<file path="src/rtl/countdown_timer.sv">
// Game countdown clock: credits and BCD seconds in, expiry and low-time warning out.
// Optional blinking low_time warning is built when COUNTDOWN_BLINK_EN is defined.
module countdown_timer #(
    parameter int FRAMES_PER_SEC = 30,
    parameter int LOW_TIME       = 10,
    parameter int MAX_TIME       = 999
) (
    input  logic            clk,
    input  logic            resetN,
    input  logic            startOfFrame,
    input  logic            add_time,
    input  logic [1:0][3:0] time_to_add,
    input  logic            pause,
    input  logic            enable,
    output logic [2:0][3:0] time_digits,
    output logic            out_of_time,
    output logic            low_time
);

    typedef enum logic [1:0] {
        IDLE    = 2'd0,
        RUN     = 2'd1,
        PAUSED  = 2'd2,
        EXPIRED = 2'd3
    } state_t;

    state_t          state_r, state_nxt_s;
    logic [5:0]      frame_cnt_r, frame_cnt_nxt_s;
    logic [2:0][3:0] time_r, time_nxt_s;
    logic [10:0]     cur_bin_s, credit_bin_s, sum_s, sat_s, time_bin_nxt_s;
    logic            credit_ok_s, go_s, count_s, wrap_s;
    logic            oot_r, low_r, low_cond_nxt_s, low_nxt_s;

    function automatic logic [3:0] clamp_digit(input logic [3:0] d);
        return (d > 4'd9) ? 4'd9 : d;
    endfunction

    function automatic logic [10:0] bcd_to_bin(input logic [2:0][3:0] b);
        return 11'(b[2]) * 11'd100 + 11'(b[1]) * 11'd10 + 11'(b[0]);
    endfunction

    // Inputs are always <= MAX_TIME (<= 999), so each quotient fits one digit.
    function automatic logic [2:0][3:0] bin_to_bcd(input logic [10:0] v);
        logic [2:0][3:0] r;
        r[2] = 4'(v / 11'd100);
        r[1] = 4'((v / 11'd10) % 11'd10);
        r[0] = 4'(v % 11'd10);
        return r;
    endfunction

    // Credit/decrement arithmetic shared by every state; the FSM picks when it applies.
    always_comb begin
        cur_bin_s    = bcd_to_bin(time_r);
        credit_bin_s = 11'(clamp_digit(time_to_add[1])) * 11'd10
                     + 11'(clamp_digit(time_to_add[0]));
        credit_ok_s  = add_time && (credit_bin_s != 11'd0);
        go_s         = !pause && enable;
        count_s      = (state_r == RUN) && startOfFrame && go_s;
        wrap_s       = count_s && (frame_cnt_r == 6'(FRAMES_PER_SEC - 1));
        sum_s        = cur_bin_s + (credit_ok_s ? credit_bin_s : 11'd0)
                     - (wrap_s ? 11'd1 : 11'd0);
        sat_s        = (sum_s > 11'(MAX_TIME)) ? 11'(MAX_TIME) : sum_s;
    end

    // Next-state, next-time and frame counter decode.
    always_comb begin
        state_nxt_s     = state_r;
        frame_cnt_nxt_s = frame_cnt_r;
        time_bin_nxt_s  = cur_bin_s;
        case (state_r)
            IDLE: begin
                if (credit_ok_s) begin
                    time_bin_nxt_s  = sat_s;
                    frame_cnt_nxt_s = 6'd0;
                    state_nxt_s     = RUN;
                end else begin
                    state_nxt_s = IDLE;
                end
            end
            RUN: begin
                if (credit_ok_s || wrap_s) begin
                    time_bin_nxt_s = sat_s;
                end else begin
                    time_bin_nxt_s = cur_bin_s;
                end
                if (wrap_s) begin
                    frame_cnt_nxt_s = 6'd0;
                end else if (count_s) begin
                    frame_cnt_nxt_s = frame_cnt_r + 6'd1;
                end else begin
                    frame_cnt_nxt_s = frame_cnt_r;
                end
                // A same-cycle nonzero credit keeps sat_s above zero, so no expiry then.
                if (!go_s) begin
                    state_nxt_s = PAUSED;
                end else if (wrap_s && (sat_s == 11'd0)) begin
                    state_nxt_s = EXPIRED;
                end else begin
                    state_nxt_s = RUN;
                end
            end
            PAUSED: begin
                if (credit_ok_s) begin
                    time_bin_nxt_s = sat_s;
                end else begin
                    time_bin_nxt_s = cur_bin_s;
                end
                if (go_s) begin
                    state_nxt_s = RUN;
                end else begin
                    state_nxt_s = PAUSED;
                end
            end
            EXPIRED: begin
                state_nxt_s = EXPIRED;
            end
            default: begin
                state_nxt_s = IDLE;
            end
        endcase
        time_nxt_s     = bin_to_bcd(time_bin_nxt_s);
        low_cond_nxt_s = ((state_nxt_s == RUN) || (state_nxt_s == PAUSED))
                      && (time_bin_nxt_s >= 11'd1)
                      && (time_bin_nxt_s <= 11'(LOW_TIME));
    end

`ifdef COUNTDOWN_BLINK_EN
    logic [2:0] blink_cnt_r, blink_cnt_nxt_s;
    logic       low_cond_r;

    // Blink: start high on entry to the low window, toggle every 8th frame pulse.
    always_comb begin
        low_nxt_s       = low_r;
        blink_cnt_nxt_s = blink_cnt_r;
        if (!low_cond_nxt_s) begin
            low_nxt_s       = 1'b0;
            blink_cnt_nxt_s = 3'd0;
        end else if (!low_cond_r) begin
            low_nxt_s       = 1'b1;
            blink_cnt_nxt_s = 3'd0;
        end else if (startOfFrame) begin
            blink_cnt_nxt_s = blink_cnt_r + 3'd1;
            low_nxt_s       = (blink_cnt_r == 3'd7) ? !low_r : low_r;
        end else begin
            low_nxt_s       = low_r;
            blink_cnt_nxt_s = blink_cnt_r;
        end
    end

    // Blink counter and previous low-window condition.
    always_ff @(posedge clk or negedge resetN) begin
        if (!resetN) begin
            blink_cnt_r <= 3'd0;
            low_cond_r  <= 1'b0;
        end else begin
            blink_cnt_r <= blink_cnt_nxt_s;
            low_cond_r  <= low_cond_nxt_s;
        end
    end
`else
    // Steady warning level.
    always_comb begin
        low_nxt_s = low_cond_nxt_s;
    end
`endif

    // State, counters and registered outputs.
    always_ff @(posedge clk or negedge resetN) begin
        if (!resetN) begin
            state_r     <= IDLE;
            frame_cnt_r <= 6'd0;
            time_r      <= 12'h000;
            oot_r       <= 1'b0;
            low_r       <= 1'b0;
        end else begin
            state_r     <= state_nxt_s;
            frame_cnt_r <= frame_cnt_nxt_s;
            time_r      <= time_nxt_s;
            oot_r       <= (state_nxt_s == EXPIRED);
            low_r       <= low_nxt_s;
        end
    end

    assign time_digits = time_r;
    assign out_of_time = oot_r;
    assign low_time    = low_r;

endmodule

</file>
<file path="config.mk">
export PLATFORM = sky130hd
export DESIGN_NAME = countdown_timer
export DESIGN_NICKNAME = d
export VERILOG_FILES = /design/src/rtl/countdown_timer.sv
export SDC_FILE = /design/constraint.sdc
export NUM_CORES = 1
export LEC_CHECK = 0
export ABC_AREA = 1
export BUFFER_PORTS_ARGS = -buffer_cell sky130_fd_sc_hd__buf_2
export CORE_UTILIZATION = 60
export CTS_CLUSTER_SIZE = 25
export DETAILED_ROUTE_END_ITERATION = 6
export GPL_TIMING_DRIVEN = 0
export PLACE_DENSITY = 0.9
export SYNTH_ARGS = -nofsm -noshare
export SYNTH_HDL_FRONTEND = slang
export SYNTH_SLANG_ARGS = --single-unit
</file>
<file path="constraint.sdc">
create_clock -name clk -period 12.65 [get_ports clk]
set_input_delay 2.53 -clock clk [delete_from_list [all_inputs] [get_ports clk]]
set_output_delay 2.53 -clock clk [all_outputs]
set_load 0.02 [all_outputs]
</file>
* After elaboration in Yosys (flattened, before gate mapping)
Cells that the tools add are included.
** Storage, ports and cells
- Output and inout port bits :: 14
- Word-level logic and storage cells :: 68
- Bits in registers :: 22
- Input port bits :: 14
** Cells by class
- $mul :: 3
- Add/sub/neg operators :: 6
- Muxes and demuxes :: 17
- Order comparisons :: 5
- Eq/ne operators :: 9
- Divide/modulo/power cells :: 4
- Reduce and logical (&&, ||, !) cells :: 17
** Operators by type and width (count)
- 11-bit 2-to-1 mux :: 3
- 11-bit by 4-bit modulo with 11-bit output (second input constant) :: 2
- 11-bit one-hot mux with 2 select lines :: 1
- 6-bit 2-to-1 mux :: 3
- 4-bit by 3-bit multiplier with 7-bit output (second input constant) :: 2
- 6-bit one-hot mux with 2 select lines :: 1
- 11-bit by 4-bit adder with 11-bit output :: 1
- 11-bit by 8-bit adder with 11-bit output :: 1
- 11-bit by 9-bit adder with 11-bit output :: 1
- 11-bit by 4-bit divider with 11-bit output (second input constant) :: 1
- 11-bit by 7-bit divider with 11-bit output (second input constant) :: 1
- 11-bit by 1-bit >= comparator with 1-bit output (second input constant) :: 1
- 11-bit by 10-bit greater-than comparator with 1-bit output (second input constant) :: 1
- 11-bit by 4-bit less-or-equal comparator with 1-bit output (second input constant) :: 1
- 11-bit zero test :: 1
- 11-bit nonzero test :: 1
- 11-bit by 1-bit subtractor with 11-bit output :: 1
- 8-bit by 4-bit adder with 9-bit output :: 1
- 4-bit by 5-bit multiplier with 9-bit output (second input constant) :: 1
- 9-bit 2-to-1 mux :: 1
- 2-bit == test (second input constant) :: 4
- 4-bit greater-than comparator (second input constant) :: 2
- 1-bit logical AND :: 8
- 4-bit 2-to-1 mux :: 2
- 14 further kinds :: 19

* Depth between registers and ports, before layout
- Depth in word-level cells :: 20
- Mapped depth :: 103
- Depth with buffers taken out :: 102

* Worst setup path after synthesis
Ideal clock, no wire load.
- Kind :: in2reg
- Start point :: in time_to_add[6] (netlist bit)
- End point :: reg time_r, in the netlist time_digits[5]
- Stages on the path :: 96
- Slack :: 1.208 ns
- Data required time :: 12.585 ns
- Setup time :: 0.065 ns
- Arrival time :: 11.377 ns
- Path buffers :: 1
- Cells stage by stage :: o21ai_2 nand2_1 ha_1 ha_1 inv_1 fa_1 nor2_1 nand3_1 nand3_1 nand2_1 nand2_1 nor2_2 nand2_2 nand2_4 inv_1 clkbuf_1 nand2_1 ha_1 (+60 left out) nand2_1 inv_1 ha_1 inv_1 nor2_1 nand3_1 nand3_1 inv_1 nand2_1 nand2_1 nand2_1 inv_1 ha_1 nand2_1 nand2_2 nand2_1 nand2_1 nand2_1
** RTL lines
- start, declared :: line 12 : input logic [1:0][3:0] time_to_add,
- end signal, assigned :: line 178 : time_r <= time_nxt_s;
- end, declared :: line 29 : logic [2:0][3:0] time_r, time_nxt_s;

==> run metrics <==
fill count=roughly 530; post-route ant nets=0; clock sinks=22; grt met2 use=between 50% and 60%; max cap viols=0; Simple-Gate Fraction of Synth Area=between 40% and 50%; CP max stage cell=fa_2; number of synthesized flops with an enable pin=0; first-pass GRT wire length=approximately 20000 microns; post-synth top area share=approximately 16%; Hold Path Class=register to register; R2R setup slack=just under 2000 ps; post-synthesis xor/xnor area fraction=roughly 5.3%; Yosys warnings=0; initial antenna violation count=0; Worst Path Arrival=between 10000 and 15000 ps; Area growth syn-to-layout=20.3%; Slew Viols, Final=0; largest net degree at the start of global routing=23; hold_buf cts=0; RR Startpoint=time_digits[5]; crit start category=input pin; Storage cell area=roughly 550 sq um; worst setup path start=time_to_add[7]; Synth Area in Adders=between 10% and 20%; Die ar.=about 8600 sq um; Max Root-Sink Buffers=2; Reg clk slew, reported paths=80 ps; H-tree levels=1; post-detail-place hpwl=~10000 microns; top cell type by total area after synthesis=nand2_1; hold path depth=2; post-synthesis compound-gate area fraction=a little under a tenth; Max-slew headroom=about two fifths; Inst Count DP=917; total core area=roughly 7800 sq um; #FFs+latches synth=22; TritonRoute pass-1 iters=7; CTS tree=done; met1 GRT Util=about a third; Least-Margin Pin Slew=between 900 and 1000 ps; Die Ht=between 90 and 100 microns; grt ovf=0; DRC marker count from the first detailed-route iteration=352; Avg Cell Area, Syn=6.26 sq um; Antenna diodes=0; DRC violations left=0; Crit path top cell by count=nand2_2; root buffer cell=clkbuf_8; FF-to-FF End=time_digits[6]; All-Layer GR Usage=between 20 and 30%; Initial Util=between 60% and 70%; vias in the first global route=about 5000; Ports=28; Final min period=between 10000 and 15000 ps; multi-input combinational cell area=between 4000 and 5000 sq um; Slowest Stage Delay on Critical Path=420 ps; Die X=between 90 and 100 microns; portion of netlist area occupied by mux cells=less than 1%; DRT Wirelength=about 14000 microns; routability cong.=about 0.94; Final Non-Filler Cells=roughly 950; grt peak-use layer=met2; critical path class=input pin to register; Netlist cell types=53; DR vias=about 5600; PortBufs=27; ys async rst share=100%; largest family of logic cells by synthesized area=simple AND/OR/NAND/NOR gates; hold wc startpoint=frame_cnt_r[1]; most used flip-flop cell after synthesis=dfrtp_1; crit share post-route=between 90% and 100%; Setup-failing EPs final=0; latest clock arrival within the worst-skew pair=270 ps; layout cells sized above 1=between 20% and 30%; synthesized area=4930 sq um; Max Clock Freq=between 0.08 and 0.09 GHz; Syn Inst Count=about 790; Setup crit end kind=register; sink of the worst hold path=frame_cnt_r[1]; synth top area cells=nand2_1 (16%), ha_1 (15%), dfrtp_1 (11%); Post-Syn Nets=approximately 870; Net count, final=931; Req. time, crit path=12820 ps; Seq/Total Area, Yosys=roughly 11%; Clock Skews=6.55 ps; Vias/cell=~6; cell count of the worst reg-to-reg path=86; Num CTS Buffers=3; outcome=finished, final reports clean; GR Util met3=under 10%; Cell Rows=32; final hold violations=0; CP max FO=8; Routed WL per cell=roughly 15 microns
==> routing by layer <==
| metal | part of all wire [%] | up-vias |
|---|---|---|
| met1 | 39 | 2614 |
| met3 | 6.7 | 67 |
| li1 | - | 2650 |
| met4 | 3.8 | 0 |
| met2 | 50 | 294 |
| met5 | 0 | - |
==> cells in the mapped netlist (2+ instances only) <==
master,n
o21ai_1,3
o21ai_0,18
nand3b_1,2
o21bai_1,4
clkinv_1,2
inv_1,130
dfrtp_1,22
xnor2_1,8
and2_1,2
nor2_1,43
ha_1,59
nor2_2,6
nor2_4,3
or2_1,2
clkbuf_1,2
nand2_1,212
inv_2,16
a21oi_1,28
a31o_2,2
or2_2,3
nand2_2,29
xor2_1,18
nor3_1,9
nor4_1,5
nand3_2,10
o21ai_2,4
a21oi_2,3
conb_1,2
nand2_4,16
fa_1,7
nand4_1,12
nand3_1,85
==> state kept, by name, summed over array words and instances (netlist names) <==
register	cells
frame_cnt_r	6
low_time	1
state_r	2
out_of_time	1
time_digits	12
==> worst max-delay path by stage <==
stage	slack, ps	end	cells after the start
after floorplan	1210	time_digits[5]	96
after global placement	170	time_digits[6]	93
after detailed placement	-310	time_digits[6]	92
after CTS	130	time_digits[6]	93
after global routing	-330	time_digits[5]	94
final	410	time_digits[6]	88
==> cell families after synthesis <==
group                    Yosys count
adder cells (fa/ha/maj)           66
buffers and inverters            152
AND/OR/NAND/NOR                  444
multiplexers                       1
XOR/XNOR                          28
AO/OA/AOI/OAI                     73
flip-flops                        22
other                              2
==> critical path, delay by kind of cell <==
family | cells | cell delay [ps]
compound gates | 5 | 730
xor+xnor | 2 | 370
fa+ha+maj | 8 | 1710
buf+inv | 17 | 1480
simple gates | 56 | 5620
==> cell usage in the layout (no fill, tap or decap), drive strengths merged <==
cell type / instances
a21o: 1
a21oi: 31
a221oi: 1
a22o: 1
a22oi: 1
a311oi: 1
a31o: 2
a31oi: 2
and2: 2
buf: 57
clkbuf: 6
clkinv: 1
clkinvlp: 2
conb: 2
dfrtp: 22
fa: 7
ha: 59
inv: 148
mux2i: 1
nand2: 258
nand3: 96
nand3b: 2
nand4: 14
nor2: 52
nor3: 9
nor3b: 1
nor4: 5
o211ai: 1
o21a: 1
o21ai: 25
o21bai: 4
o31ai: 1
o41ai: 1
or2: 5
xnor2: 9
xor2: 19
==> repair_timing <==
item / in CTS / in global routing
pin swaps: 0 / 42
setup buffers: 0 / 31
gates cloned: 0 / 1
hold endpoints to repair: 0 / 0
endpoints found under the setup margin: 3 / 3
resized for setup: 0 / 109
==> metrics by stage <==
stage | setup slack (ps) | hold WS [ps] | area (sq um) | util (%) | TNS, ps
2_1_floorplan | 1210 | 477 | 4930 | - | 0
3_3_place_gp | 166 | 497 | 5200 | 66.2 | 0
3_5_place_dp | -307 | 520 | 5200 | 66.2 | -877
4_1_cts | 125 | 536 | 5250 | 66.9 | 0
5_1_grt | -328 | 572 | 5940 | 75.6 | -886
6_report | 407 | 543 | 5940 | 75.6 | 0
==> area by class of cell <==
type	count	share of cell area, %
buffer	1	0.0632
multi-input combinational	614	71.5
tap	102	2.15
timing repair buffer	58	6.24
inverter	150	9.72
clock buffer	4	0.927
timing repair inverter	1	0.126
sequential	22	9.27
Power is left out: the tool's default activity adds up to more than one toggle a clock period on the data nets, which glitch-free logic cannot reach.
